File: src/rtl/stack_cmd_ctrl.sv
// Command controller for two external 8-bit stacks: accepts one command, strobes the stacks, returns one response.
// Latency: accept edge -> EXEC (1 cycle) -> RESP; cmd_ready only in IDLE, RESP holds until rsp_ready.
module stack_cmd_ctrl (
    input  logic       clk,
    input  logic       rst_n,
    input  logic       cmd_valid,
    output logic       cmd_ready,
    input  logic [1:0] cmd_op,
    input  logic       cmd_sel,
    input  logic [7:0] cmd_data,
    output logic       rsp_valid,
    input  logic       rsp_ready,
    output logic [7:0] rsp_data,
    output logic       rsp_err,
    output logic       stk_select,
    output logic       stk_push,
    output logic       stk_pop,
    output logic [7:0] stk_data_in,
    input  logic [7:0] stk_rd_data,
    input  logic [1:0] stk_empty,
    input  logic [1:0] stk_full,
    output logic [7:0] err_count
);

    typedef enum logic [1:0] {
        S_IDLE = 2'd0,
        S_EXEC = 2'd1,
        S_RESP = 2'd2
    } state_t;

    localparam logic [1:0] OP_NOP  = 2'b00;
    localparam logic [1:0] OP_PUSH = 2'b01;
    localparam logic [1:0] OP_POP  = 2'b10;
    localparam logic [1:0] OP_PEEK = 2'b11;

    state_t     state_q, state_d;
    logic [1:0] op_q, op_d;
    logic       sel_q, sel_d;
    logic [7:0] data_q, data_d;
    logic [7:0] rsp_data_q, rsp_data_d;
    logic       rsp_err_q, rsp_err_d;
    logic [7:0] err_count_q, err_count_d;

    logic       is_read;
    logic       exec_err;

    always_ff @(posedge clk) begin
        if (!rst_n) begin
            state_q     <= S_IDLE;
            op_q        <= OP_NOP;
            sel_q       <= 1'b0;
            data_q      <= 8'h00;
            rsp_data_q  <= 8'h00;
            rsp_err_q   <= 1'b0;
            err_count_q <= 8'h00;
        end else begin
            state_q     <= state_d;
            op_q        <= op_d;
            sel_q       <= sel_d;
            data_q      <= data_d;
            rsp_data_q  <= rsp_data_d;
            rsp_err_q   <= rsp_err_d;
            err_count_q <= err_count_d;
        end
    end

    always_comb begin
        state_d = state_q;
        case (state_q)
            S_IDLE:  if (cmd_valid) state_d = S_EXEC;
            S_EXEC:  state_d = S_RESP;
            S_RESP:  if (rsp_ready) state_d = S_IDLE;
            default: state_d = S_IDLE;
        endcase
    end

    // Refusal is decided from the flags of the latched target stack during EXEC.
    always_comb begin
        is_read  = (op_q == OP_POP) || (op_q == OP_PEEK);
        exec_err = ((op_q == OP_PUSH) && stk_full[sel_q]) ||
                   (is_read && stk_empty[sel_q]);
    end

    always_comb begin
        op_d        = op_q;
        sel_d       = sel_q;
        data_d      = data_q;
        rsp_data_d  = rsp_data_q;
        rsp_err_d   = rsp_err_q;
        err_count_d = err_count_q;
        if ((state_q == S_IDLE) && cmd_valid) begin
            op_d   = cmd_op;
            sel_d  = cmd_sel;
            data_d = cmd_data;
        end
        if (state_q == S_EXEC) begin
            rsp_err_d  = exec_err;
            rsp_data_d = (is_read && !exec_err) ? stk_rd_data : 8'h00;
            if (exec_err && (err_count_q != 8'hFF)) begin
                err_count_d = err_count_q + 8'd1;
            end
        end
    end

    always_comb begin
        cmd_ready   = (state_q == S_IDLE);
        rsp_valid   = (state_q == S_RESP);
        rsp_data    = rsp_data_q;
        rsp_err     = rsp_err_q;
        err_count   = err_count_q;
        stk_select  = sel_q;
        stk_push    = (state_q == S_EXEC) && (op_q == OP_PUSH) && !stk_full[sel_q];
        stk_pop     = (state_q == S_EXEC) && (op_q == OP_POP) && !stk_empty[sel_q];
        stk_data_in = (state_q == S_EXEC) ? data_q : 8'h00;
    end

endmodule

File: config.mk
export PLATFORM = sky130hd
export DESIGN_NAME = stack_cmd_ctrl
export DESIGN_NICKNAME = d
export VERILOG_FILES = /design/src/rtl/stack_cmd_ctrl.sv
export SDC_FILE = /design/constraint.sdc
export NUM_CORES = 1
export LEC_CHECK = 0
export BUFFER_PORTS_ARGS = -buffer_cell sky130_fd_sc_hd__buf_2
export CORE_MARGIN = 2
export CORE_UTILIZATION = 47
export CTS_CLUSTER_DIAMETER = 100
export DETAILED_ROUTE_END_ITERATION = 10
export GPL_ROUTABILITY_DRIVEN = 0
export GPL_TIMING_DRIVEN = 0
export PLACE_DENSITY = 0.76
export SYNTH_ARGS = -nofsm -noshare
export SYNTH_HDL_FRONTEND = slang
export SYNTH_SLANG_ARGS = --single-unit
File: constraint.sdc
create_clock -name clk -period 2.4 [get_ports clk]
set_input_delay 0.48 -clock clk [delete_from_list [all_inputs] [get_ports clk]]
set_output_delay 0.48 -clock clk [all_outputs]
set_load 0.02 [all_outputs]
==> out/qor.yml, run 1 <==
hold_violations: 0
pre_cts_ws_ps: 222
finalCritPeriodShare_pct: 92.6
grt_max_degree: 11
fin_tns_setup_ps: 0
htreeDepth: 2
status: "complete, no violations"
instances_no_fill: 247
p_leak_nw: 0.784
setup_violations: 0
path_buf_inv: 1
yosysMostFrequentCell: "dfxtp_1"
rsz0062_at_grt: "false"
maxCapViolations: 0
synth_xor_area_share_pct: 0
fin_area_mm2: 0.00174
synth_mux_area_share_pct: 3.66
ys_types: 30
arrival_ps: 1740
dpl.hpwl_um: 2510
num_antenna_cells: 0
grt-ovfl-total: 0
placementRows: 19
yosysTopAreaCell: "dfxtp_1"
syn-instance-count: 153
grt_pass1_wl_um: 5330
clockBufferDepth: 2
clk_latency_ps: 320
yosys_most_used_dff: "dfxtp_1"
viasPerCell: 5.23
synthAdderAreaFrac_pct: 0.915
yosysSeqAreaShare_pct: 43.9
numPortBuffers: 56
synth_nets: 181
ctsHoldBuffers: 0
layout_min_cycle_time_ps: 2220
yosys.area_share.simple_pct: 29.2
synth-async-reset-ratio_pct: 0
area_delta_synth_final_pct: 27.5
drive_gt1_share_pct: 31.0
synth_top_family_by_area: "simple AND/OR/NAND/NOR gates"
cts_root_buf: "clkbuf_4"
fin_hold_ws_ps: 395
cp_slowest_stage_delay_ps: 410
tightest_slew_ps: 424
syn_avg_cell_area_um2: 8.94
die_y_um: 57.9
drc: 0
max_freq_ghz: 0.450
nets: 243
cp_slowest_cell: "dfxtp_1"
vias: 1291
io_pins: 57
slew_violations: 0
yosysWarnings: 0
path_cells: "mux2i_1 -> and3_2 -> nor2b_1 -> buf_2"
placed_cell_area_mm2: 0.00169
drtPass1Iterations: 4
synth_edf_count: 0
cts_inserted_buffers: 5
path_class: "reg2out"
start_util_pct: 49.6
die_w_um: 57.9
grt_pass1_vias: 1282
max_slew_margin_pct: 71.7
synthTopCellsByArea: "dfxtp_1, nand2_1, a21boi_0"
clk_pin_slew_ps: 90
grt_use_total_pct: 21.0
cts_tree: "built"
synth-compound-area-share_pct: 18.2
initialDrtViolationCount: 88
worstPathMaxFanout: 9
fin_skew_ps: 4.25
wirelength_um: 3140
synth_common_cells: "dfxtp_1, nand2_1, a21boi_0, nor2b_1, and2_1"
timing.final.ws_setup_ps: 177
cts_setup_buffers: 0
power.density_mw_per_mm2: 539
worstSetupEndpointType: "output pin"
die_area_mm2: 0.00336
antenna_found_initial: 0
hp-class: "in2reg"
synth_top_area_share_pct: 43.9
core_area_mm2: 0.00276
ant_nets: 0
path_delay_family: "simple AND/OR/NAND/NOR gates"
start_kind: "flop"
clock-sinks: 30
wl_per_cell_um: 12.7
synthesis.area_mm2: 0.00137
dpl.cell_count: 240
cp.required_ps: 1920
ys_seq_elements: 30
max-vdd-ir-drop_uv: 506
-- worst reg2reg max path, cell delays in order (launching register included) --
cell	delay, ps
dfxtp_1	340
nand2b_1	150
buf_6	140
o32a_4	370
buf_6	140
or4b_1	510
o211a_1	140
-- registers in the layout (all words and copies together) (netlist names) --
signal      cells
stk_select      1
op_q            2
rsp_err         1
data_q          8
state_q         2
rsp_data        8
err_count       8
-- power by group --
| group | leakage (nW) | internal [mW] | switching, mW |
|---|---|---|---|
| registers | 0.244 | 0.513 | 0.0100 |
| logic | 0.505 | 0.0487 | 0.0600 |
| clock network | 0.0353 | 0.142 | 0.166 |
-- through the flow --
stage                     utilization, %  power (mW)
after floorplan                        -       0.598
after global placement              61.2       0.638
after detailed placement            61.2       0.645
after CTS                           63.2       0.953
after global routing                63.2       0.993
final                               63.2       0.940
-- layer usage --
layer / up-vias / track usage, % / wire [um]
li1: 659 / - / -
met1: 581 / 22.6 / 1230
met2: 45 / 38.5 / 1650
met3: 6 / 5.58 / 213
met4: 0 / 8.97 / 50
met5: - / 0 / 0
-- area by class of cell --
cell class	count	area (um2)
clock inverter	1	5.00
sequential	30	601
fill	248	1010
clock buffer	7	55.1
multi-input combinational	112	712
inverter	2	7.51
tap	31	38.8
timing repair buffer	56	280
buffer	8	45.0
-- final timing paths --
path	startpoint	to	slack, ps	depth (start not counted)
max	stk_select$_SDFFE_PN0P_	stk_pop	180	4
min	cmd_data[1]	data_q[1]$_SDFFE_PN0P_	400	3
max reg2reg	state_q[1]$_SDFFE_PN0P_	err_count[6]$_SDFFE_PN0P_	510	6
min reg2reg	data_q[1]$_SDFFE_PN0P_	data_q[1]$_SDFFE_PN0P_	460	2
-- repair_timing --
| action | CTS | global route |
|---|---|---|
| hold endpoints to repair | 0 | 0 |
| setup endpoints to repair | 1 | 1 |
| resized for setup | 0 | 1 |
| pin swaps | 0 | 0 |
-- kinds of logic after synthesis --
logic type               Yosys count
adder cells (fa/ha/maj)            1
multiplexers                       5
buffers and inverters             11
flip-flops                        30
AND/OR/NAND/NOR                   75
AO/OA/AOI/OAI                     31
-- cells in the final DEF (no fill, tap or decap), types with 3 or more instances in the layout --
cell      instances
a21boi_0         11
or4_1             3
buf_2            56
nor2b_1          11
nand3_1           6
and3_1            3
a21boi_1          4
o31ai_1           3
a22oi_1           8
nand2b_1          3
and2_1            9
clkbuf_1          7
dfxtp_1          30
mux2i_1           5
clkbuf_4          5
nor2_1            4
nand2_1          28
Power figures use the tool's default switching activity.
==> inputs of run 2 (changes only) <==
--- a/config.mk
+++ b/config.mk
@@ -7,12 +7,12 @@
 export LEC_CHECK = 0
 export BUFFER_PORTS_ARGS = -buffer_cell sky130_fd_sc_hd__buf_2
 export CORE_MARGIN = 2
-export CORE_UTILIZATION = 47
+export CORE_UTILIZATION = 50
 export CTS_CLUSTER_DIAMETER = 100
 export DETAILED_ROUTE_END_ITERATION = 10
 export GPL_ROUTABILITY_DRIVEN = 0
 export GPL_TIMING_DRIVEN = 0
-export PLACE_DENSITY = 0.76
+export PLACE_DENSITY = 0.8
 export SYNTH_ARGS = -nofsm -noshare
 export SYNTH_HDL_FRONTEND = slang
 export SYNTH_SLANG_ARGS = --single-unit
==> constraint.sdc (replaced) <==
create_clock -name clk -period 2.6 [get_ports clk]
set_input_delay 0.52 -clock clk [delete_from_list [all_inputs] [get_ports clk]]
set_output_delay 0.52 -clock clk [all_outputs]
set_load 0.02 [all_outputs]
==> out/qor.yml, run 2 (same netlist as run 1, synthesis figures left out) <==
clk_latency_ps: 320
final_cell_mix: "buf_2, dfxtp_1, nand2_1, nor2b_1, a21boi_0"
area_delta_synth_final_pct: 26.5
worstSetupEndpointType: "output pin"
cts_tree: "built"
grt_pass1_vias: 1180
arrival_ps: 1870
grt_max_degree: 11
clock-sinks: 30
cp.required_ps: 2080
hold_violations: 0
die_y_um: 56.3
antenna_found_initial: 0
cts_setup_buffers: 0
cts_inserted_buffers: 5
fin_tns_setup_ps: 0
path_class: "reg2out"
viasPerCell: 5.27
wl_per_cell_um: 12.6
start_util_pct: 53.7
cts_root_buf: "clkbuf_4"
ctsHoldBuffers: 0
die_w_um: 56.3
grt-ovfl-total: 0
dpl.cell_count: 239
placementRows: 18
grt_use_total_pct: 19.5
layout_min_cycle_time_ps: 2390
dpl.hpwl_um: 2320
slew_violations: 0
drtPass1Iterations: 4
drc: 0
cts_resized: 0
wirelength_um: 3100
io_pins: 57
nets: 244
power.density_mw_per_mm2: 480
drive_gt1_share_pct: 29.6
max_slew_margin_pct: 70.7
ant_nets: 0
p_leak_nw: 0.776
grt_pass1_wl_um: 4900
htreeDepth: 2
placed_cell_area_mm2: 0.00169
fin_skew_ps: 11.1
clockBufferDepth: 2
worstPathMaxFanout: 9
rsz0062_at_grt: "false"
hp-class: "in2reg"
die_area_mm2: 0.00317
fin_area_mm2: 0.00173
core_area_mm2: 0.00254
fill_cells: 235
numPortBuffers: 56
status: "complete, no violations"
vias: 1297
start_kind: "flop"
tightest_slew_ps: 437
max-vdd-ir-drop_uv: 420
fin_hold_ws_ps: 445
finalCritPeriodShare_pct: 92.0
clk_pin_slew_ps: 80
instances_no_fill: 246
max_freq_ghz: 0.418
final_common_cell: "buf_2"
num_antenna_cells: 0
maxCapViolations: 0
initialDrtViolationCount: 45
setup_violations: 0
## run 2: area by class of cell
type	count	area (um2)	area share, %
inverter	2	7.51	0.434
tap	30	37.5	2.17
multi-input combinational	112	711	41.1
buffer	9	48.8	2.82
clock buffer	7	45.0	2.60
sequential	30	601	34.7
timing repair buffer	56	280	16.2
## run 2: per-layer routing
metal	up-vias	share of wire [%]	global-route usage (%)	routed length, um
met5	-	0	0	0
met2	40	50	35.5	1540
met3	5	5.4	5.30	167
met1	593	44	21.2	1350
met4	0	1.2	8.16	36
li1	659	-	-	-
## run 2: path summary, 6_finish.rpt
check	startpoint	to	slack, ps	depth (start not counted)
hold / removal	cmd_data[7]	data_q[7]$_SDFFE_PN0P_	450	3
hold reg to reg	data_q[7]$_SDFFE_PN0P_	data_q[7]$_SDFFE_PN0P_	460	2
setup / recovery	stk_select$_SDFFE_PN0P_	stk_pop	210	5
setup reg to reg	state_q[1]$_SDFFE_PN0P_	err_count[6]$_SDFFE_PN0P_	700	6
## run 2: metrics by stage
| stage | util (%) | power, mW | setup WS, ps |
|---|---|---|---|
| 3_3_place_gp | 66.2 | 0.590 | 444 |
| 4_1_cts | 68.0 | 0.841 | 168 |
| 5_1_grt | 68.0 | 0.865 | 99.2 |
| 6_report | 68.0 | 0.831 | 208 |
| 3_5_place_dp | 66.2 | 0.595 | 401 |
| 2_1_floorplan | - | 0.552 | 549 |
## run 2: report_power, final
| part | switching (mW) | leakage, nW | total [mW] | internal, mW |
|---|---|---|---|---|
| Sequential | 0.00993 | 0.244 | 0.483 | 0.473 |
| Combinational | 0.0543 | 0.507 | 0.0992 | 0.0449 |
| Clock | 0.147 | 0.0254 | 0.249 | 0.102 |
| Total | 0.211 | 0.776 | 0.831 | 0.620 |
## run 2: critical path, stage by stage (launching register included)
cell and delay [ps]:
dfxtp_1 430, mux2i_1 280, and3_1 190, clkbuf_1 310
nor2b_1 170, buf_2 170
